`config.mk`:
```
export PLATFORM = sky130hd
export DESIGN_NAME = hazard_stall_unit
export DESIGN_NICKNAME = d
export VERILOG_FILES = /design/src/rtl/hazard_stall_unit.sv
export SDC_FILE = /design/constraint.sdc
export NUM_CORES = 1
export LEC_CHECK = 0
export ABC_AREA = 0
export CAP_MARGIN = 5
export CORE_UTILIZATION = 45
export DETAILED_ROUTE_END_ITERATION = 6
export PLACE_DENSITY = 0.85
export SLEW_MARGIN = 20
export SYNTH_ARGS = -nofsm -noshare
export SYNTH_HDL_FRONTEND = slang
export SYNTH_SLANG_ARGS = --single-unit
```
`constraint.sdc`:
```
create_clock -name clk -period 3.6 [get_ports clk]
set_input_delay 0.54 -clock clk [delete_from_list [all_inputs] [get_ports clk]]
set_output_delay 0.54 -clock clk [all_outputs]
set_load 0.03 [all_outputs]
```
`src/rtl/hazard_stall_unit.sv`:
```
// Pipeline hazard/stall controller for the LC-3b 5-stage pipeline: load-use bubbles,
// memory waits and taken-branch redirects, plus the EX/MEM bubble qualifier for forwarding.
module hazard_stall_unit #(
    parameter int unsigned STALL_CNT_WIDTH = 16
) (
    input  logic                       clk,
    input  logic                       reset_n,
    input  logic                       de_valid,
    input  logic [2:0]                 de_rs,
    input  logic [2:0]                 de_rt,
    input  logic                       de_uses_rs,
    input  logic                       de_uses_rt,
    input  logic                       de_ex_valid,
    input  logic [3:0]                 de_ex_opcode,
    input  logic [2:0]                 de_ex_dr,
    input  logic                       de_ex_load_regfile,
    input  logic                       imem_resp,
    input  logic                       mem_req,
    input  logic                       mem_done,
    input  logic                       br_taken,
    output logic                       load_pc,
    output logic                       load_if_de,
    output logic                       load_de_ex,
    output logic                       load_ex_mem,
    output logic                       load_mem_wb,
    output logic                       de_ex_bubble,
    output logic                       flush_if_de,
    output logic                       flush_ex_mem,
    output logic                       ex_mem_is_nop,
    output logic [STALL_CNT_WIDTH-1:0] stall_count
);

    localparam logic [3:0] OP_LDB = 4'h2;
    localparam logic [3:0] OP_LDR = 4'h6;
    localparam logic [3:0] OP_LDI = 4'hA;

    typedef enum logic [1:0] {
        RUN            = 2'd0,
        MEM_WAIT       = 2'd1,
        REDIRECT_DRAIN = 2'd2
    } state_e;

    state_e                     state_q, state_d;
    logic                       nop_q;
    logic [STALL_CNT_WIDTH-1:0] cnt_q;

    logic       is_load;
    logic       dep;
    logic       lu_hazard;
    logic       mem_busy;
    logic       run_eval;
    logic [4:0] ld;
    logic       bub;
    logic       fl_if_de;
    logic       fl_ex_mem;

    always_comb begin
        is_load   = (de_ex_opcode == OP_LDB) || (de_ex_opcode == OP_LDR) || (de_ex_opcode == OP_LDI);
        dep       = (de_uses_rs && (de_rs == de_ex_dr)) || (de_uses_rt && (de_rt == de_ex_dr));
        lu_hazard = de_valid && de_ex_valid && de_ex_load_regfile && is_load && dep;
        mem_busy  = mem_req && !mem_done;
    end

    // ld bit order: {pc, if_de, de_ex, ex_mem, mem_wb}
    always_comb begin
        state_d   = state_q;
        run_eval  = 1'b0;
        ld        = '0;
        bub       = 1'b0;
        fl_if_de  = 1'b0;
        fl_ex_mem = 1'b0;

        unique case (state_q)
            RUN: begin
                if (mem_busy) state_d = MEM_WAIT;
                else          run_eval = 1'b1;
            end
            MEM_WAIT: begin
                if (mem_done) begin
                    run_eval = 1'b1;
                    state_d  = RUN;
                end
            end
            REDIRECT_DRAIN: begin
                if (!mem_busy) begin
                    // Word returned in this state is the wrong-path fetch: never latch it.
                    ld  = {imem_resp, 4'b0111};
                    bub = 1'b1;
                    if (imem_resp) state_d = RUN;
                end
            end
            default: state_d = RUN;
        endcase

        // Shared by RUN and the mem_done cycle of MEM_WAIT; a redirect with the
        // wrong-path fetch still pending must drain even when leaving MEM_WAIT.
        if (run_eval) begin
            if (br_taken) begin
                ld        = '1;
                bub       = 1'b1;
                fl_if_de  = 1'b1;
                fl_ex_mem = 1'b1;
                if (!imem_resp) state_d = REDIRECT_DRAIN;
            end else if (lu_hazard || !imem_resp) begin
                ld  = 5'b00111;
                bub = 1'b1;
            end else begin
                ld = '1;
            end
        end

        if (!reset_n) begin
            ld        = '0;
            bub       = 1'b0;
            fl_if_de  = 1'b0;
            fl_ex_mem = 1'b0;
        end
    end

    assign load_pc      = ld[4];
    assign load_if_de   = ld[3];
    assign load_de_ex   = ld[2];
    assign load_ex_mem  = ld[1];
    assign load_mem_wb  = ld[0];
    assign de_ex_bubble = bub;
    assign flush_if_de  = fl_if_de;
    assign flush_ex_mem = fl_ex_mem;

    always_ff @(posedge clk or negedge reset_n) begin
        if (!reset_n) begin
            state_q <= RUN;
            nop_q   <= 1'b1;
            cnt_q   <= '0;
        end else begin
            state_q <= state_d;
            if (load_ex_mem) nop_q <= !de_ex_valid || fl_ex_mem;
            if (!load_pc && (cnt_q != '1)) cnt_q <= cnt_q + {{(STALL_CNT_WIDTH-1){1'b0}}, 1'b1};
        end
    end

    assign ex_mem_is_nop = nop_q;
    assign stall_count   = cnt_q;

endmodule

```
==> results of run 1 <==
## layer usage
layer	share of wire [%]	up-vias
met5	0	-
met4	1.3	0
met3	4.6	4
met2	54	30
met1	40	527
li1	-	519
## sequential cells by signal, indices dropped and copies added, names as in the netlist
name / flops
ex_mem_is_nop: 1
stall_count: 16
state_q: 2
## cell type report
cell class	instances	area share [%]
clock buffers	4	1.60
inverters	5	1.14
multi-input cells	90	36.6
flip-flops and latches	19	29.0
well taps	28	2.13
repair buffers	49	29.6
## power by group
group          switching (mW)  internal, mW  total (mW)  leakage [nW]
clock                  0.0581        0.0429       0.101        0.0150
combinational           0.228         0.193       0.421         0.435
sequential             0.0743         0.272       0.346         0.226
## final timing paths
kind                                       from  slack (ns)  depth (start not counted)               to
worst max-delay path                de_ex_valid        0.60                          7     de_ex_bubble
worst min-delay path            stall_count[10]        0.52                          1  stall_count[10]
worst max register to register       state_q[1]        1.53                          7  stall_count[11]
worst min register to register  stall_count[10]        0.52                          1  stall_count[10]
max in group asynchronous               reset_n        2.62                          2  stall_count[13]
min in group asynchronous               reset_n        0.71                          1    ex_mem_is_nop
## synth_stat cells, types with 2 or more instances
cell     instances
xnor2_1          6
buf_4            4
xor2_1          12
nor4_1           3
and3_1           2
o21ai_0          2
inv_1            4
nand3_1          3
mux2_2           3
nor3b_1          2
nor2b_1          2
nand4_1          8
a31oi_1          5
a21oi_1          4
dfrtp_1         18
nand2_1         12
nor2_1          10
nor3_1           3
## worst max-delay path, stage by stage
cell and delay [ns]:
clkdlybuf4s50_1 0.48, nand4_1 0.08, a211o_1 0.27, a21oi_1 0.16
nor2b_1 0.08, a31oi_1 0.16, clkdlybuf4s50_1 0.68
## through the flow
step | utilization, % | power (mW) | hold slack (ns) | instance area, um2 | worst slack (ns)
2_1_floorplan | - | 0.588 | 0.244 | 1140 | 1.39
4_1_cts | 71.5 | 0.878 | 0.521 | 1640 | 0.582
5_1_grt | 71.5 | 0.925 | 0.545 | 1640 | 0.461
3_3_place_gp | 70.4 | 0.757 | 0.483 | 1620 | 0.634
6_report | 71.5 | 0.869 | 0.523 | 1640 | 0.605
3_5_place_dp | 70.4 | 0.773 | 0.502 | 1620 | 0.587
## kinds of logic (layout without fill, tap and decap cells)
family                   after synthesis  count (layout)  synth area share (%)
AO/OA/AOI/OAI                         15              15                  9.13
buffers and inverters                 10              58                  5.28
adder cells (fa/ha/maj)                1               1                  1.10
XOR/XNOR                              18              18                  13.9
multiplexers                           3               3                  2.97
flip-flops                            19              19                  41.9
AND/OR/NAND/NOR                       53              53                  25.7
## cells in the final DEF, fill, tap and decap left out, types with 4 or more instances in the layout
| cell | instances |
|---|---|
| a21oi_1 | 4 |
| xnor2_1 | 6 |
| clkdlybuf4s50_1 | 47 |
| nand2_1 | 12 |
| nor2_1 | 10 |
| nand4_1 | 8 |
| xor2_1 | 12 |
| dfrtp_1 | 18 |
| a31oi_1 | 5 |
| inv_1 | 4 |
==> impl_metrics.json, run 1 <==
{
  "status": "complete, no violations",
  "yosysTopAreaCell": "dfrtp_1",
  "postSynthCellCount": 119,
  "cts-htree-levels": 1,
  "synth_top_area_share_pct": 39.6,
  "grt_overflow": 0,
  "syn2layout_area_growth_pct": 44.4,
  "ir_drop_uv": 442,
  "ys_types": 34,
  "finalCriticalPeriod_ns": 3.00,
  "die_area_um2": 2730,
  "crit_path_start_kind": "input port",
  "slew_viol_final": 0,
  "antenna_left": 0,
  "avgSynthCellArea_um2": 9.56,
  "wire_per_inst_um": 13.8,
  "cts.sink_count": 19,
  "vias": 1080,
  "p_leak_nw": 0.676,
  "cts_tree": "yes",
  "tightestPinTransition_ns": 0.347,
  "synth_nets": 144,
  "synth_seq_cells": 19,
  "layoutNonFillerInstCount": 195,
  "io-pin-count": 49,
  "cts_resized": 0,
  "grtUsageMet3_pct": 2.32,
  "start_util_pct": 49.5,
  "regArea_um2": 477,
  "cts_hold_buf": 0,
  "max-slew-margin-rel_pct": 76.5,
  "min_period_over_period_pct": 83.2,
  "finalWirelength_um": 2690,
  "ys_top_cells_by_area": "dfrtp_1, xor2_1, xnor2_1",
  "async_flop_share_pct": 100,
  "first_pass_iters": 4,
  "synth_flop_cell": "dfrtp_1",
  "grt.busiest_layer": "met2",
  "drt_first_iter_violations": 29,
  "hpwlAfterDp_um": 2170,
  "final_nets": 193,
  "routed_via_density": 5.54,
  "grt_pass1_vias": 1070,
  "maxCapViolations": 0,
  "synth-edff-count": 0,
  "gr-usage-met2_pct": 42.9,
  "path_clk_slew_ns": 0.10,
  "drc": 0,
  "grt_max_degree": 19,
  "fmax_mhz": 334,
  "finalClockSkew_ns": 0.00340,
  "n_antenna_cell": 0,
  "grt_pass1_wl_um": 4550,
  "rsz0062_at_grt": "no",
  "rows": 17,
  "die_w_um": 52.3,
  "antenna_found_initial": 0,
  "yosysSeqAreaShare_pct": 41.9,
  "hold_viol_final": 0,
  "port_buffers": 48,
  "grtUsageTotal_pct": 22.4,
  "fin_tns_setup_ns": 0,
  "ys_warn_count": 0,
  "endpoint_kind": "primary output",
  "clkLatencyLatePin_ns": 0.28,
  "cp.required_ns": 3.06,
  "core-area_um2": 2300,
  "cp.arrival_ns": 2.46,
  "cts-buffers-inserted": 3,
  "power_density_nw_per_um2": 529,
  "nFillCells": 180,
  "critPathKind": "input port to primary output",
  "drive_above_1_share_pct": 8.38,
  "use_met1_pct": 24.3,
  "die_h_um": 52.3,
  "path_max_fanout": 2,
  "clk_path_buf_depth": 2,
  "hold_class": "flip-flop to flip-flop",
  "cts-root-buf": "clkbuf_4",
  "postCtsSetupBuffers": 0,
  "multiInputGateArea_um2": 601,
  "routabilityCongestion": 0.735,
  "setup_viol_count_final": 0,
  "synthesis.area_um2": 1140,
  "dp.cells": 191
}
Power figures use the tool's default switching activity.
==> run 2: changes to the inputs <==
Settings changed: CORE_UTILIZATION 45 to 38, PLACE_DENSITY 0.85 to 0.76.
Clock period 3.6 ns to 2.73 ns, I/O delays scaled along.
==> impl_metrics.json, run 2 (synthesis gave the netlist of run 1 again) <==
{
  "cpPeakStageDelay_ns": 0.52,
  "final_common_cell": "clkdlybuf4s50_1",
  "whs_endpoint": "ex_mem_is_nop",
  "path_max_fanout": 14,
  "power_density_nw_per_um2": 708,
  "n_antenna_cell": 0,
  "fmax_mhz": 394,
  "die_area_um2": 3220,
  "cp.arrival_ns": 2.13,
  "first_pass_iters": 6,
  "cts-root-buf": "clkbuf_4",
  "max-slew-margin-rel_pct": 76.0,
  "drive_above_1_share_pct": 13.2,
  "hold_start": "ex_mem_is_nop",
  "crit_path_start_kind": "input port",
  "slew_viol_final": 0,
  "fin_ws_ns": 0.192,
  "min_period_over_period_pct": 93.0,
  "violations": "design-rule violations",
  "crit_family": "buffers and inverters",
  "grt_pass1_wl_um": 4820,
  "clkLatencyLatePin_ns": 0.30,
  "vias": 1073,
  "cts_resized": 0,
  "rows": 19,
  "reg2reg_slack_ns": 0.67,
  "finalClockSkew_ns": 0.00165,
  "syn2layout_area_growth_pct": 43.3,
  "cts_tree": "yes",
  "wire_per_inst_um": 13.6,
  "finalWirelength_um": 2690,
  "nFillCells": 266,
  "cts.sink_count": 19,
  "postCtsSetupBuffers": 0,
  "antenna_found_initial": 0,
  "regArea_um2": 477,
  "ir_drop_uv": 721,
  "dp.cells": 194,
  "hpwlAfterDp_um": 2050,
  "setup_viol_count_final": 0,
  "multiInputGateArea_um2": 601,
  "die_h_um": 56.7,
  "grt_max_degree": 19,
  "hold-path-cell-count": 2,
  "drc": 7,
  "antenna_left": 0,
  "drt_first_iter_violations": 68,
  "met3_length_um": 169,
  "port_buffers": 48,
  "cts_hold_buf": 0,
  "routed_via_density": 5.42,
  "slowest_stage": "clkdlybuf4s50_1",
  "crit_chain": "clkdlybuf4s50_1 -> nor2b_1 -> and3_4 -> a31oi_1 -> a21o_2 -> inv_2 -> buf_4",
  "timing.rr.end": "stall_count[11]",
  "hold_viol_final": 0,
  "path_buf_inv": 3,
  "wl_met2_um": 1360,
  "status": "finished, violations left",
  "die_w_um": 56.7,
  "layoutNonFillerInstCount": 198,
  "tightestPinTransition_ns": 0.356,
  "finalCriticalPeriod_ns": 2.54,
  "core-area_um2": 2810,
  "fin_tns_setup_ns": 0,
  "endpoint_kind": "primary output",
  "timing.rr.start": "state_q[1]",
  "final_nets": 193,
  "holdWs_ns": 0.507,
  "cp.required_ns": 2.32,
  "p_leak_nw": 0.689,
  "critPathKind": "input port to primary output",
  "cts-buffers-inserted": 3,
  "start_util_pct": 40.5,
  "grt_pass1_vias": 1070,
  "largest_register_ffs": 16,
  "grtUsageTotal_pct": 19.4,
  "routabilityCongestion": 0.852,
  "drt-met1-wl_um": 1130,
  "post-place-ws_ns": 0.206,
  "routed.top_layer": "met4",
  "path_clk_slew_ns": 0.11,
  "rsz0062_at_grt": "no",
  "reg2regPathDepth": 7,
  "grt_overflow": 0,
  "io-pin-count": 49,
  "maxCapViolations": 0,
  "layout_common_cells": "clkdlybuf4s50_1, dfrtp_1, nand2_1, xor2_1, nor2_1",
  "cts-htree-levels": 1,
  "clk_path_buf_depth": 2,
  "hold_class": "flip-flop to flip-flop"
}
[run 2: cell type report]
class | instances | share of cell area, %
Tap cell | 31 | 2.38
Clock buffer | 3 | 1.38
Clock inverter | 1 | 0.307
Multi-Input combinational cell | 90 | 36.8
Sequential cell | 19 | 29.2
Inverter | 5 | 1.15
Timing Repair Buffer | 49 | 28.7
[run 2: stage by stage]
| stage | total power [mW] | instance area [um2] | util (%) |
|---|---|---|---|
| floorplan | 0.775 | 1140 | - |
| global placement | 0.997 | 1600 | 57.1 |
| detailed placement | 1.01 | 1600 | 57.1 |
| CTS | 1.17 | 1630 | 58.1 |
| global route | 1.23 | 1630 | 58.1 |
| finish | 1.15 | 1630 | 58.1 |
[run 2: where the power goes]
part	total (mW)	switching, mW	internal, mW
Clock	0.147	0.0921	0.0548
Sequential	0.458	0.0993	0.359
Combinational	0.549	0.297	0.251
[run 2: how the worst max path moves through the flow]
stage               startpoint              end  slack (ns)  cells after the start
CTS                   br_taken          load_pc        0.23                      7
floorplan             de_rt[0]       load_if_de        0.78                      6
global placement      mem_done          load_pc        0.27                      7
detailed placement    mem_done  stall_count[11]        0.21                      8
finish                br_taken          load_pc        0.19                      7
global route          mem_done          load_pc        0.14                      7
[run 2: layer usage]
metal	global-route usage (%)	vias up
li1	-	513
met1	24.3	513
met2	30.8	40
met3	5.53	7
met4	8.93	0
met5	0	-
[run 2: tightest hold or removal path, stage by stage (launching register included)]
cell	delay (ns)
dfstp_2	0.38
nor2_1	0.09
a31oi_1	0.04
